## src/rtl/pipeline_pkg.sv

```systemverilog
// Shared definitions for the five-stage core pipeline: stage indices, MDU sequencer
// state encoding and the stall-vector helper.
package pipeline_pkg;

  localparam int unsigned NUM_STAGES = 5;

  localparam int unsigned STAGE_IF  = 0;
  localparam int unsigned STAGE_ID  = 1;
  localparam int unsigned STAGE_EX  = 2;
  localparam int unsigned STAGE_MEM = 3;
  localparam int unsigned STAGE_WB  = 4;

  typedef enum logic [1:0] {
    MDU_IDLE = 2'd0,
    MDU_BUSY = 2'd1,
    MDU_DONE = 2'd2
  } mdu_state_e;

  // A stalled stage also stalls every earlier stage: stall[k] = |req[NUM_STAGES-1:k].
  function automatic logic [NUM_STAGES-1:0] stall_from_req(input logic [NUM_STAGES-1:0] req);
    logic [NUM_STAGES-1:0] s;
    s[NUM_STAGES-1] = req[NUM_STAGES-1];
    for (int k = NUM_STAGES - 2; k >= 0; k--) begin
      s[k] = s[k+1] | req[k];
    end
    return s;
  endfunction

endpackage

```

## src/rtl/mdu_sequencer.sv

```systemverilog
// Multi-cycle MUL/DIV sequencer: holds EX for MDU_LATENCY cycles, then presents a
// one-or-more-cycle DONE window that persists while MEM keeps EX stalled.
module mdu_sequencer
  import pipeline_pkg::*;
#(
  parameter int unsigned MDU_LATENCY = 32,
  parameter int unsigned CNT_W       = $clog2(MDU_LATENCY)
) (
  input  logic clk,
  input  logic rst,
  input  logic mdu_start,
  input  logic hold,
  input  logic flush,
  output logic req_ex,
  output logic mdu_busy,
  output logic mdu_done
);

  // The IDLE request cycle counts as the first of MDU_LATENCY, so BUSY runs
  // MDU_LATENCY-1 cycles: count values MDU_LATENCY-2 down to 0.
  localparam logic [CNT_W-1:0] CntLoad = CNT_W'(MDU_LATENCY - 2);

  mdu_state_e       state_q;
  logic [CNT_W-1:0] cnt_q;
  logic             busy_q;
  logic             done_q;

  always_ff @(posedge clk) begin
    if (!rst || flush) begin
      state_q <= MDU_IDLE;
      cnt_q   <= '0;
      busy_q  <= 1'b0;
      done_q  <= 1'b0;
    end else begin
      unique case (state_q)
        MDU_IDLE: begin
          if (mdu_start && !hold) begin
            state_q <= MDU_BUSY;
            cnt_q   <= CntLoad;
            busy_q  <= 1'b1;
          end
        end
        MDU_BUSY: begin
          // MEM stalls do not pause the arithmetic; only the retire waits.
          if (cnt_q == '0) begin
            state_q <= MDU_DONE;
            busy_q  <= 1'b0;
            done_q  <= 1'b1;
          end else begin
            cnt_q <= cnt_q - 1'b1;
          end
        end
        MDU_DONE: begin
          if (!hold) begin
            state_q <= MDU_IDLE;
            done_q  <= 1'b0;
          end
        end
        default: begin
          state_q <= MDU_IDLE;
          cnt_q   <= '0;
          busy_q  <= 1'b0;
          done_q  <= 1'b0;
        end
      endcase
    end
  end

  assign req_ex   = ((state_q == MDU_IDLE) && mdu_start) || (state_q == MDU_BUSY);
  assign mdu_busy = busy_q;
  assign mdu_done = done_q;

  a_busy_matches_state: assert property (@(posedge clk) disable iff (!rst)
    busy_q == (state_q == MDU_BUSY));

  a_done_matches_state: assert property (@(posedge clk) disable iff (!rst)
    done_q == (state_q == MDU_DONE));

endmodule

```

## src/rtl/pipeline_stall_ctrl.sv

```systemverilog
// Central stall/flush controller: merges per-stage stall requests into a monotonic
// stall vector, sequences MUL/DIV in EX and applies the exception flush.
module pipeline_stall_ctrl
  import pipeline_pkg::*;
#(
  parameter int unsigned MDU_LATENCY = 32,
  parameter int unsigned CNT_W       = $clog2(MDU_LATENCY)
) (
  input  logic                  clk,
  input  logic                  rst,
  input  logic                  rom_ready,
  input  logic                  load_related,
  input  logic                  mdu_start,
  input  logic                  mem_access,
  input  logic                  ram_ready,
  input  logic                  exc_flush,
  output logic [NUM_STAGES-1:0] stall,
  output logic                  flush,
  output logic                  mdu_busy,
  output logic                  mdu_done
);

  logic [NUM_STAGES-1:0] req;
  logic [NUM_STAGES-1:0] stall_raw;
  logic                  req_mem;
  logic                  req_ex;
  logic                  seq_busy;
  logic                  seq_done;

  assign req_mem = mem_access && !ram_ready;

  always_comb begin
    req            = '0;
    req[STAGE_IF]  = !rom_ready;
    req[STAGE_ID]  = load_related;
    req[STAGE_EX]  = req_ex;
    req[STAGE_MEM] = req_mem;
    req[STAGE_WB]  = 1'b0;
  end

  assign stall_raw = stall_from_req(req);

  // stall[MEM] reduces to req_mem since WB never stalls; in DONE req_ex is 0, so
  // stall[EX] reduces to the same term and one hold signal serves both uses.
  mdu_sequencer #(
    .MDU_LATENCY(MDU_LATENCY),
    .CNT_W      (CNT_W)
  ) u_mdu_seq (
    .clk      (clk),
    .rst      (rst),
    .mdu_start(mdu_start),
    .hold     (req_mem),
    .flush    (exc_flush),
    .req_ex   (req_ex),
    .mdu_busy (seq_busy),
    .mdu_done (seq_done)
  );

  always_comb begin
    stall    = '0;
    flush    = 1'b0;
    mdu_busy = 1'b0;
    mdu_done = 1'b0;
    if (rst) begin
      flush    = exc_flush;
      stall    = exc_flush ? '0 : stall_raw;
      mdu_busy = seq_busy;
      mdu_done = seq_done;
    end
  end

  // Stall vector is always a thermometer code 0...01...1.
  a_stall_thermo: assert property (@(posedge clk)
    ((stall + NUM_STAGES'(1)) & stall) == '0);

  a_flush_clears_stall: assert property (@(posedge clk)
    flush |-> (stall == '0));

endmodule

```

## config.mk

```make
export PLATFORM = sky130hd
export DESIGN_NAME = pipeline_stall_ctrl
export DESIGN_NICKNAME = d
export VERILOG_FILES = /design/src/rtl/pipeline_pkg.sv /design/src/rtl/mdu_sequencer.sv /design/src/rtl/pipeline_stall_ctrl.sv
export SDC_FILE = /design/constraint.sdc
export NUM_CORES = 1
export LEC_CHECK = 0
export CAP_MARGIN = 20
export CORE_MARGIN = 1
export CORE_UTILIZATION = 45
export CTS_CLUSTER_DIAMETER = 150
export DETAILED_ROUTE_END_ITERATION = 12
export HOLD_SLACK_MARGIN = 0.02
export PLACE_DENSITY_LB_ADDON = 0.1
export SYNTH_ARGS = -nofsm -noshare
export SYNTH_HDL_FRONTEND = slang
export SYNTH_SLANG_ARGS = --single-unit
```

## constraint.sdc

```tcl
create_clock -name clk -period 1.77 [get_ports clk]
set_input_delay 0.354 -clock clk [delete_from_list [all_inputs] [get_ports clk]]
set_output_delay 0.354 -clock clk [all_outputs]
set_load 0.02 [all_outputs]
```

==> metrics.log, run 1 <==
[metrics] Clock Tree Root: clkbuf_4
[metrics] Worst Hold Launch: u_mdu_seq.cnt_q[1]
[metrics] Worst R2R End: u_mdu_seq.cnt_q[1]
[metrics] mean area per synthesized cell: just under 9 sq um
[metrics] routed length per instance: about 12 um
[metrics] half-perimeter wire length after placement: roughly 1000 um
[metrics] area of the mapped netlist: around 600 sq um
[metrics] final hold slack: between 0.4 and 0.5 ns
[metrics] Max H-tree Level: 1
[metrics] final setup fails: 0
[metrics] number of distinct library cells after synthesis: 34
[metrics] Final Cell Area: between 800 and 900 sq um
[metrics] sequence of cells on the critical path: clkdlybuf4s50_1 -> o21ai_2 -> and3b_1 -> a21oi_2 -> buf_4
[metrics] height of the chip: around 39 um
[metrics] placeable core region: roughly 0.0012 sq mm
[metrics] routability congestion estimate: 0.701
[metrics] Worst Setup Slack, final: between 0.02 and 0.025 ns
[metrics] final-report max-slew violation count: 0
[metrics] Power Total: 0.529 mW
[metrics] number of antenna violations at the first check in global routing: 0
[metrics] number of post-CTS setup repair buffers: 0
[metrics] Hold EP: u_mdu_seq.cnt_q[1]
[metrics] fin util: a little over two thirds
[metrics] Worst path top cell family by delay: buffers and inverters
[metrics] Post-Place Setup Slack: -0.493 ns
[metrics] register area: 180 sq um
[metrics] post-synth net total: between 70 and 80
[metrics] detailed-route via count: about 550
[metrics] area taken by multi-input logic gates: 390 sq um
[metrics] most instantiated flip-flop cell in the synthesis netlist: dfxtp_1
[metrics] count of flip-flops with a built-in enable after synthesis: 0
[metrics] flop2flop setup slack: ~0.22 ns
[metrics] vias in the first global route: between 500 and 600
[metrics] Area Growth Syn to Fin: 35.3%
[metrics] count of state elements after synthesis: 9
[metrics] largest fanout on the critical path: 2
[metrics] number of search-and-repair iterations in the first detailed-routing pass: 2
[metrics] worst-path cell with the longest stage delay: clkdlybuf4s50_1
[metrics] buffers from clock root to sink, at most: 2
[metrics] category of the critical setup timing path: input port to primary output
[metrics] TritonCTS buffer count: 3
[metrics] remaining design rule violation count: 0
[metrics] clock latency on the worst-skew pair: about 0.26 ns
[metrics] share of async-settable or async-resettable flops after synthesis: 0%
[metrics] Final TNS setup: 0 ns
[metrics] net count of the finished layout: ~100
[metrics] count of standard-cell rows: 12
[metrics] arrival time worst endpoint: approximately 1.4 ns
[metrics] total global routing track utilization: 20.5%
[metrics] initial cell density of the core: roughly 51%
[metrics] wire length reported by the detailed router: about 1300 um
[metrics] type of the tightest min-delay check: register to register
[metrics] I/O Pins: 16
[metrics] number of nets with antenna violations after routing: 0
[metrics] result of the run: finished clean
[metrics] data required time of the critical path: roughly 1.4 ns
[metrics] crit path time final: approximately 1.7 ns
[metrics] final cycle utilization of the critical path: 98.6%
[metrics] global-route congestion overflow total: 0
[metrics] Hold Crit Depth: 2
[metrics] type of origin of the critical path: input port
[metrics] standby leakage power: about 0.35 nW
[metrics] count of synthesis-stage warnings from yosys: 0
[metrics] count of antenna diodes in the layout: 0
[metrics] Reg2Reg Depth: 6
[metrics] delay of the slowest cell on the worst path: around 0.5 ns
[metrics] worst path buffer plus inverter count: 2
[metrics] maximum number of pins on one net before global-route repair: 13
[metrics] Post-Place Cell Area: just over 800 sq um
[metrics] die footprint: around 0.0015 sq mm
[metrics] maximum ir drop on the vdd rail: about 390 uV
[metrics] Vias per Instance: roughly 5.2
[metrics] clk slew on worst S/H paths: 0.06 ns
[metrics] Placed Cells: approximately 100
[metrics] critical path endpoint category: primary output
[metrics] maximum capacitance violations: 0
[metrics] First DRT Iteration DRCs: 15
[metrics] worst setup skew after layout: roughly 0.0023 ns
[metrics] share of final-layout standard cells stronger than drive strength 1: about a third
[metrics] Reg2Reg Launch Point: u_mdu_seq.cnt_q[0]
[metrics] fin cells: 106
[metrics] proportion of synthesized chip area in sequential cells: between 20% and 30%
[metrics] first-pass GRT wire length: 2060 um
[metrics] Hold Vio Cnt, Final: 0
[metrics] TritonCTS clock tree: done
[metrics] Syn Inst Count: 68
[metrics] highest achievable clock rate: approximately 570 MHz
[metrics] Die X-Extent: about 39 um
[metrics] unrepaired setup endpoints after global routing: true
[metrics] fill count: between 90 and 100
[metrics] clk sinks: 9
[metrics] IO Port Bufs: 14
[metrics] Power Dens Cells: between 600 and 700 mW/mm^2
==> worst reg2reg max path: cells and delay by family, from the launching register on <==
family / cells / cell delay, ns
compound gates: 2 / 0.48
flops: 1 / 0.40
simple gates: 2 / 0.32
fa+ha+maj: 1 / 0.22
buf+inv: 1 / 0.08
==> power breakdown <==
part	internal (mW)	switching (mW)	leakage, nW	total (mW)
Combinational	0.0785	0.0675	0.259	0.146
Sequential	0.212	0.00987	0.0734	0.222
Clock	0.0870	0.0741	0.0150	0.161
Total	0.377	0.152	0.348	0.529
==> cell usage in the layout (no fill, tap or decap), types with 2 or more instances in the layout <==
| cell type | count |
|---|---|
| nor2_1 | 5 |
| a21oi_1 | 5 |
| xnor2_1 | 3 |
| ha_1 | 2 |
| buf_4 | 12 |
| inv_1 | 4 |
| clkbuf_4 | 3 |
| and2_1 | 4 |
| o21ai_0 | 2 |
| nor2b_1 | 2 |
| clkbuf_2 | 3 |
| dfxtp_1 | 9 |
| nand2_1 | 2 |
| clkdlybuf4s50_1 | 7 |
| nor3_1 | 2 |
| a2111o_1 | 2 |
| a21oi_2 | 2 |
| buf_2 | 2 |
==> cells in the mapped netlist (2+ instances only) <==
cell type  n  share of area [%]
nor2b_1    2                2.1
nand2_1    2                1.2
inv_1      4                2.5
o21ai_0    3                2.5
and2_1     4                4.2
nand2b_1   2                2.1
a2111o_1   2                3.7
xnor2_1    3                4.4
nor3_1     2                1.7
dfxtp_1    9                 30
nor2_1     5                3.1
clkbuf_1   2                1.2
ha_1       2                4.2
a21oi_1    6                5.0
==> sequential cells by signal, summed over array words and instances, names as in the netlist <==
register            flops
u_mdu_seq.mdu_busy      1
u_mdu_seq.mdu_done      1
u_mdu_seq.cnt_q         5
u_mdu_seq.state_q       2
==> routing by layer <==
layer | vias to the layer above | global-route usage [%] | wire (um)
li1 | 285 | - | -
met1 | 252 | 23.2 | 566
met3 | 4 | 3.47 | 43
met5 | - | 0 | 0
met4 | 0 | 12.9 | 25
met2 | 13 | 35.0 | 613
==> what timing repair did <==
item / in CTS / in global routing
endpoints found under the setup margin: 7 / 7
resized for setup: 21 / 10
hold buffers: 0 / 0
pin swaps: 0 / 0
==> worst max path at each step <==
stage	startpoint	cells after the start	to
3_5_place_dp	mdu_start	5	stall[0]
6_report	mdu_start	5	stall[0]
5_1_grt	mdu_start	5	stall[0]
2_1_floorplan	u_mdu_seq.state_q[1]	5	stall[0]
4_1_cts	mdu_start	5	stall[0]
3_3_place_gp	mdu_start	5	stall[0]
==> kinds of logic after synthesis <==
logic type               Yosys count  synth area share (%)
adder cells (fa/ha/maj)            2                  4.16
multiplexers                       1                  1.66
buffers and inverters              8                  6.86
XOR/XNOR                           3                  4.37
AO/OA/AOI/OAI                     19                  25.6
other                              1                 0.623
flip-flops                         9                  29.9
AND/OR/NAND/NOR                   25                  26.8
==> cell type report <==
type / count / area share, %
Clock buffer: 4 / 3.23
Inverter: 4 / 1.84
Multi-Input combinational cell: 51 / 47.9
Sequential cell: 9 / 22.1
Tap cell: 14 / 2.15
Timing Repair Buffer: 24 / 22.7
No activity file was read; power rests on OpenSTA's default activity.
==> run 2, diff against run 1 <==
- CORE_MARGIN: 1 -> default
==> results of run 2 <==
Same layout as run 1: the final DEF is identical, and so are final timing and power.
==> run 3, diff against run 2 <==
- CORE_UTILIZATION: 45 -> 46
- SYNTH_HIERARCHICAL: default -> 1
==> metrics.log, run 3 <==
[metrics] result of the run: finished clean
[metrics] Reg with most FFs: u_mdu_seq/cnt_q
[metrics] clk slew on worst S/H paths: 0.06 ns (about the same)
[metrics] remaining design rule violation count: 0 (unchanged)
[metrics] vias in the first global route: 470 (-9.1%)
[metrics] Die X-Extent: 38.8 um (+0.51%)
[metrics] area taken by multi-input logic gates: 400 sq um (+2.6%)
[metrics] detailed-route via count: 560 (+1.1%)
[metrics] count of flip-flops with a built-in enable after synthesis: 0 (unchanged)
[metrics] final hold slack: 0.490 ns (-0.00112 ns)
[metrics] Hold Vio Cnt, Final: 0 (unchanged)
[metrics] worst-path cell with the longest stage delay: clkdlybuf4s50_1
[metrics] Final TNS setup: 0 ns (unchanged)
[metrics] final cycle utilization of the critical path: 95.2% (-3.4 points)
[metrics] arrival time worst endpoint: 1.88 ns (+0.49 ns)
[metrics] Largest register FFs: 5 (unchanged)
[metrics] Hold Crit Depth: 2 (unchanged)
[metrics] standby leakage power: 0.376 nW (+8.1%)
[metrics] Post-synth top cells: nor2_1 (11), dfxtp_1 (9), a21oi_1 (8), inv_1 (5)
[metrics] maximum ir drop on the vdd rail: 456 uV (+18%)
[metrics] worst path buffer plus inverter count: 3 (+1)
[metrics] start point of the critical path: ram_ready
[metrics] IO Port Bufs: 14 (unchanged)
[metrics] delay of the slowest cell on the worst path: 0.45 ns (-0.04 ns)
[metrics] initial cell density of the core: 52.4% (+1.0 points)
[metrics] unrepaired setup endpoints after global routing: false
[metrics] registers with the most flip-flops: u_mdu_seq/cnt_q: 5 flops, u_mdu_seq/state_q: 2 flops
[metrics] count of state elements after synthesis: 9 (unchanged)
[metrics] mean area per synthesized cell: 8.52 sq um (-3.8%)
[metrics] die footprint: 0.00150 sq mm (+1.0%)
[metrics] maximum capacitance violations: 0 (unchanged)
[metrics] Syn Inst Count: 73 (+7.4%)
[metrics] first-pass GRT wire length: 1990 um (-3.7%)
[metrics] cell type with the highest aggregate area in the netlist: dfxtp_1
[metrics] number of antenna violations at the first check in global routing: 0 (unchanged)
[metrics] Max H-tree Level: 1 (unchanged)
[metrics] count of synthesis-stage warnings from yosys: 6 (+6)
[metrics] final setup fails: 0 (unchanged)
[metrics] Area Growth Syn to Fin: 34.6%
[metrics] type of the tightest min-delay check: register to register
[metrics] buffers from clock root to sink, at most: 2 (unchanged)
[metrics] Reg2Reg Depth: 6 (unchanged)
[metrics] net count of the finished layout: 106 (+2.9%)
[metrics] Reg2Reg Launch Point: u_mdu_seq/cnt_q[0]
[metrics] dominant cells by area after synthesis: dfxtp_1 (29%), nor4b_4 (7.6%), nor2_1 (6.6%)
[metrics] highest-count cells in the layout ignoring fill and taps: nor2_1 (10), buf_4 (10), dfxtp_1 (9), a21oi_1 (8)
[metrics] global-route congestion overflow total: 0 (unchanged)
[metrics] crit path time final: 1.68 ns (-0.0606 ns)
[metrics] Clock Tree Root: clkbuf_4
[metrics] Worst R2R End: u_mdu_seq/cnt_q[4]
[metrics] placeable core region: 0.00119 sq mm (+1.3%)
[metrics] number of distinct library cells after synthesis: 28 (-18%)
[metrics] TritonCTS clock tree: done
[metrics] total global routing track utilization: 20.1% (-0.39 points)
[metrics] Vias per Instance: 5.14 (-1.7%)
[metrics] sequence of cells on the critical path: clkdlybuf4s50_1 -> nand2b_4 -> buf_4 -> inv_1 -> nor4b_4 -> o21bai_1 -> nor2b_4 -> o2bb2ai_2
[metrics] category of the critical setup timing path: input port to register
[metrics] height of the chip: 38.8 um (+0.51%)
[metrics] maximum number of pins on one net before global-route repair: 11 (-2)
[metrics] number of nets with antenna violations after routing: 0 (unchanged)
[metrics] most frequently used cell type in the post-synthesis netlist: nor2_1
[metrics] share of final-layout standard cells stronger than drive strength 1: 27.4% (-4.2 points)
[metrics] TritonCTS buffer count: 3 (unchanged)
[metrics] fin util: 70.6% (+1.0 points)
[metrics] final-report max-slew violation count: 0 (unchanged)
[metrics] most instantiated flip-flop cell in the synthesis netlist: dfxtp_1
[metrics] half-perimeter wire length after placement: 1020 um (+2.7%)
[metrics] share of async-settable or async-resettable flops after synthesis: 0% (unchanged)
[metrics] type of origin of the critical path: input port
[metrics] worst setup skew after layout: 0.00866 ns (+0.00641 ns)
[metrics] number of post-CTS setup repair buffers: 0 (unchanged)
[metrics] clk sinks: 9 (unchanged)
[metrics] proportion of synthesized chip area in sequential cells: 29.0% (-0.96 points)
[metrics] routability congestion estimate: 0.804 (+15%)
[metrics] critical path endpoint category: register
[metrics] count of standard-cell rows: 12 (unchanged)
[metrics] number of search-and-repair iterations in the first detailed-routing pass: 4 (+2)
[metrics] flop2flop setup slack: 0.18 ns (-0.04 ns)
[metrics] I/O Pins: 16 (unchanged)
[metrics] count of hold buffers inserted by post-cts repair: 0 (unchanged)
[metrics] First DRT Iteration DRCs: 10 (-5)
[metrics] post-synth net total: 83 (+6.4%)
[metrics] routed length per instance: 12.0 um (+2.1%)
[metrics] fill count: 101 (+4.1%)
[metrics] Worst Setup Slack, final: 0.0853 ns (+0.0606 ns)
[metrics] wire length reported by the detailed router: 1310 um (+5.0%)
[metrics] highest achievable clock rate: 594 MHz (+3.6%)
[metrics] Power Dens Cells: 621 mW/mm^2 (-4.4%)
[metrics] area of the mapped netlist: 622 sq um (+3.3%)
[metrics] Post-Place Setup Slack: -0.457 ns (+0.0364 ns)
[metrics] count of antenna diodes in the layout: 0 (unchanged)
[metrics] area share of the largest cell type after synthesis: 29.0% (-0.96 points)
[metrics] data required time of the critical path: 1.97 ns (+0.55 ns)
[metrics] Worst Hold Launch: u_mdu_seq/mdu_busy
[metrics] Hold EP: u_mdu_seq/mdu_busy
[metrics] register area: 180 sq um (unchanged)
[metrics] largest fanout on the critical path: 5 (+3)
[metrics] clock latency on the worst-skew pair: 0.27 ns (about the same)
[metrics] Worst path top cell family by delay: buffers and inverters
[run 3: logic make-up (layout without fill, tap and decap cells)]
| group | Yosys count | in the layout | share of synthesized area [%] |
|---|---|---|---|
| fa+ha+maj | 2 | 2 | 4.02 |
| simple gates | 31 | 31 | 35.4 |
| other cells | 1 | 1 | 0.603 |
| flops | 9 | 9 | 29.0 |
| compound gates | 21 | 21 | 23.9 |
| buf+inv | 9 | 31 | 7.04 |
[run 3: final cells by class]
cell class	count	area share (%)
flip-flops and latches	9	21.5
well taps	14	2.09
multi-input cells	55	47.8
repair buffers	22	23.2
clock buffers	4	3.14
inverters	5	2.24
[run 3: repair_timing]
| item | in CTS | in global routing |
|---|---|---|
| gates resized for setup | 20 | 4 |
| endpoints found under the hold margin | 0 | 0 |
| pin swaps | 0 | 4 |
| setup endpoints to repair | 7 | 6 |
[run 3: how the worst max path moves through the flow]
stage               slack, ns  depth (start not counted)                 end
finish                   0.09                          8  u_mdu_seq/cnt_q[4]
global route            0.009                          8  u_mdu_seq/cnt_q[4]
global placement        -0.43                          6            stall[0]
detailed placement      -0.46                          6            stall[0]
floorplan                0.27                          5            stall[1]
CTS                    -0.003                          6            stall[0]
[run 3: metal layers]
layer,wire (um),share of wire [%],global-route usage [%],up-vias
li1,-,-,-,293
met1,654,50,25.1,253
met2,577,44,28.7,10
met3,60,4.6,8.67,4
met4,20,1.5,10.3,0
met5,0,0,0,-
[run 3: worst reg2reg max path: stages, from the launching register on]
cell	delay, ns
dfxtp_1	0.34
inv_1	0.09
ha_1	0.15
nor4b_4	0.41
o21bai_1	0.21
nor2b_4	0.17
o2bb2ai_2	0.11
[run 3: where the power goes]
group	switching [mW]	internal, mW
Sequential	0.00839	0.211
Clock	0.0738	0.0869
Combinational	0.0697	0.0701
Total	0.152	0.368
[run 3: per-stage QoR]
step                power, mW  cells  area, sq um
floorplan               0.312     73          622
global placement        0.364    105          815
detailed placement      0.366    105          815
CTS                     0.523    109          827
global route            0.552    109          837
finish                  0.520    109          837
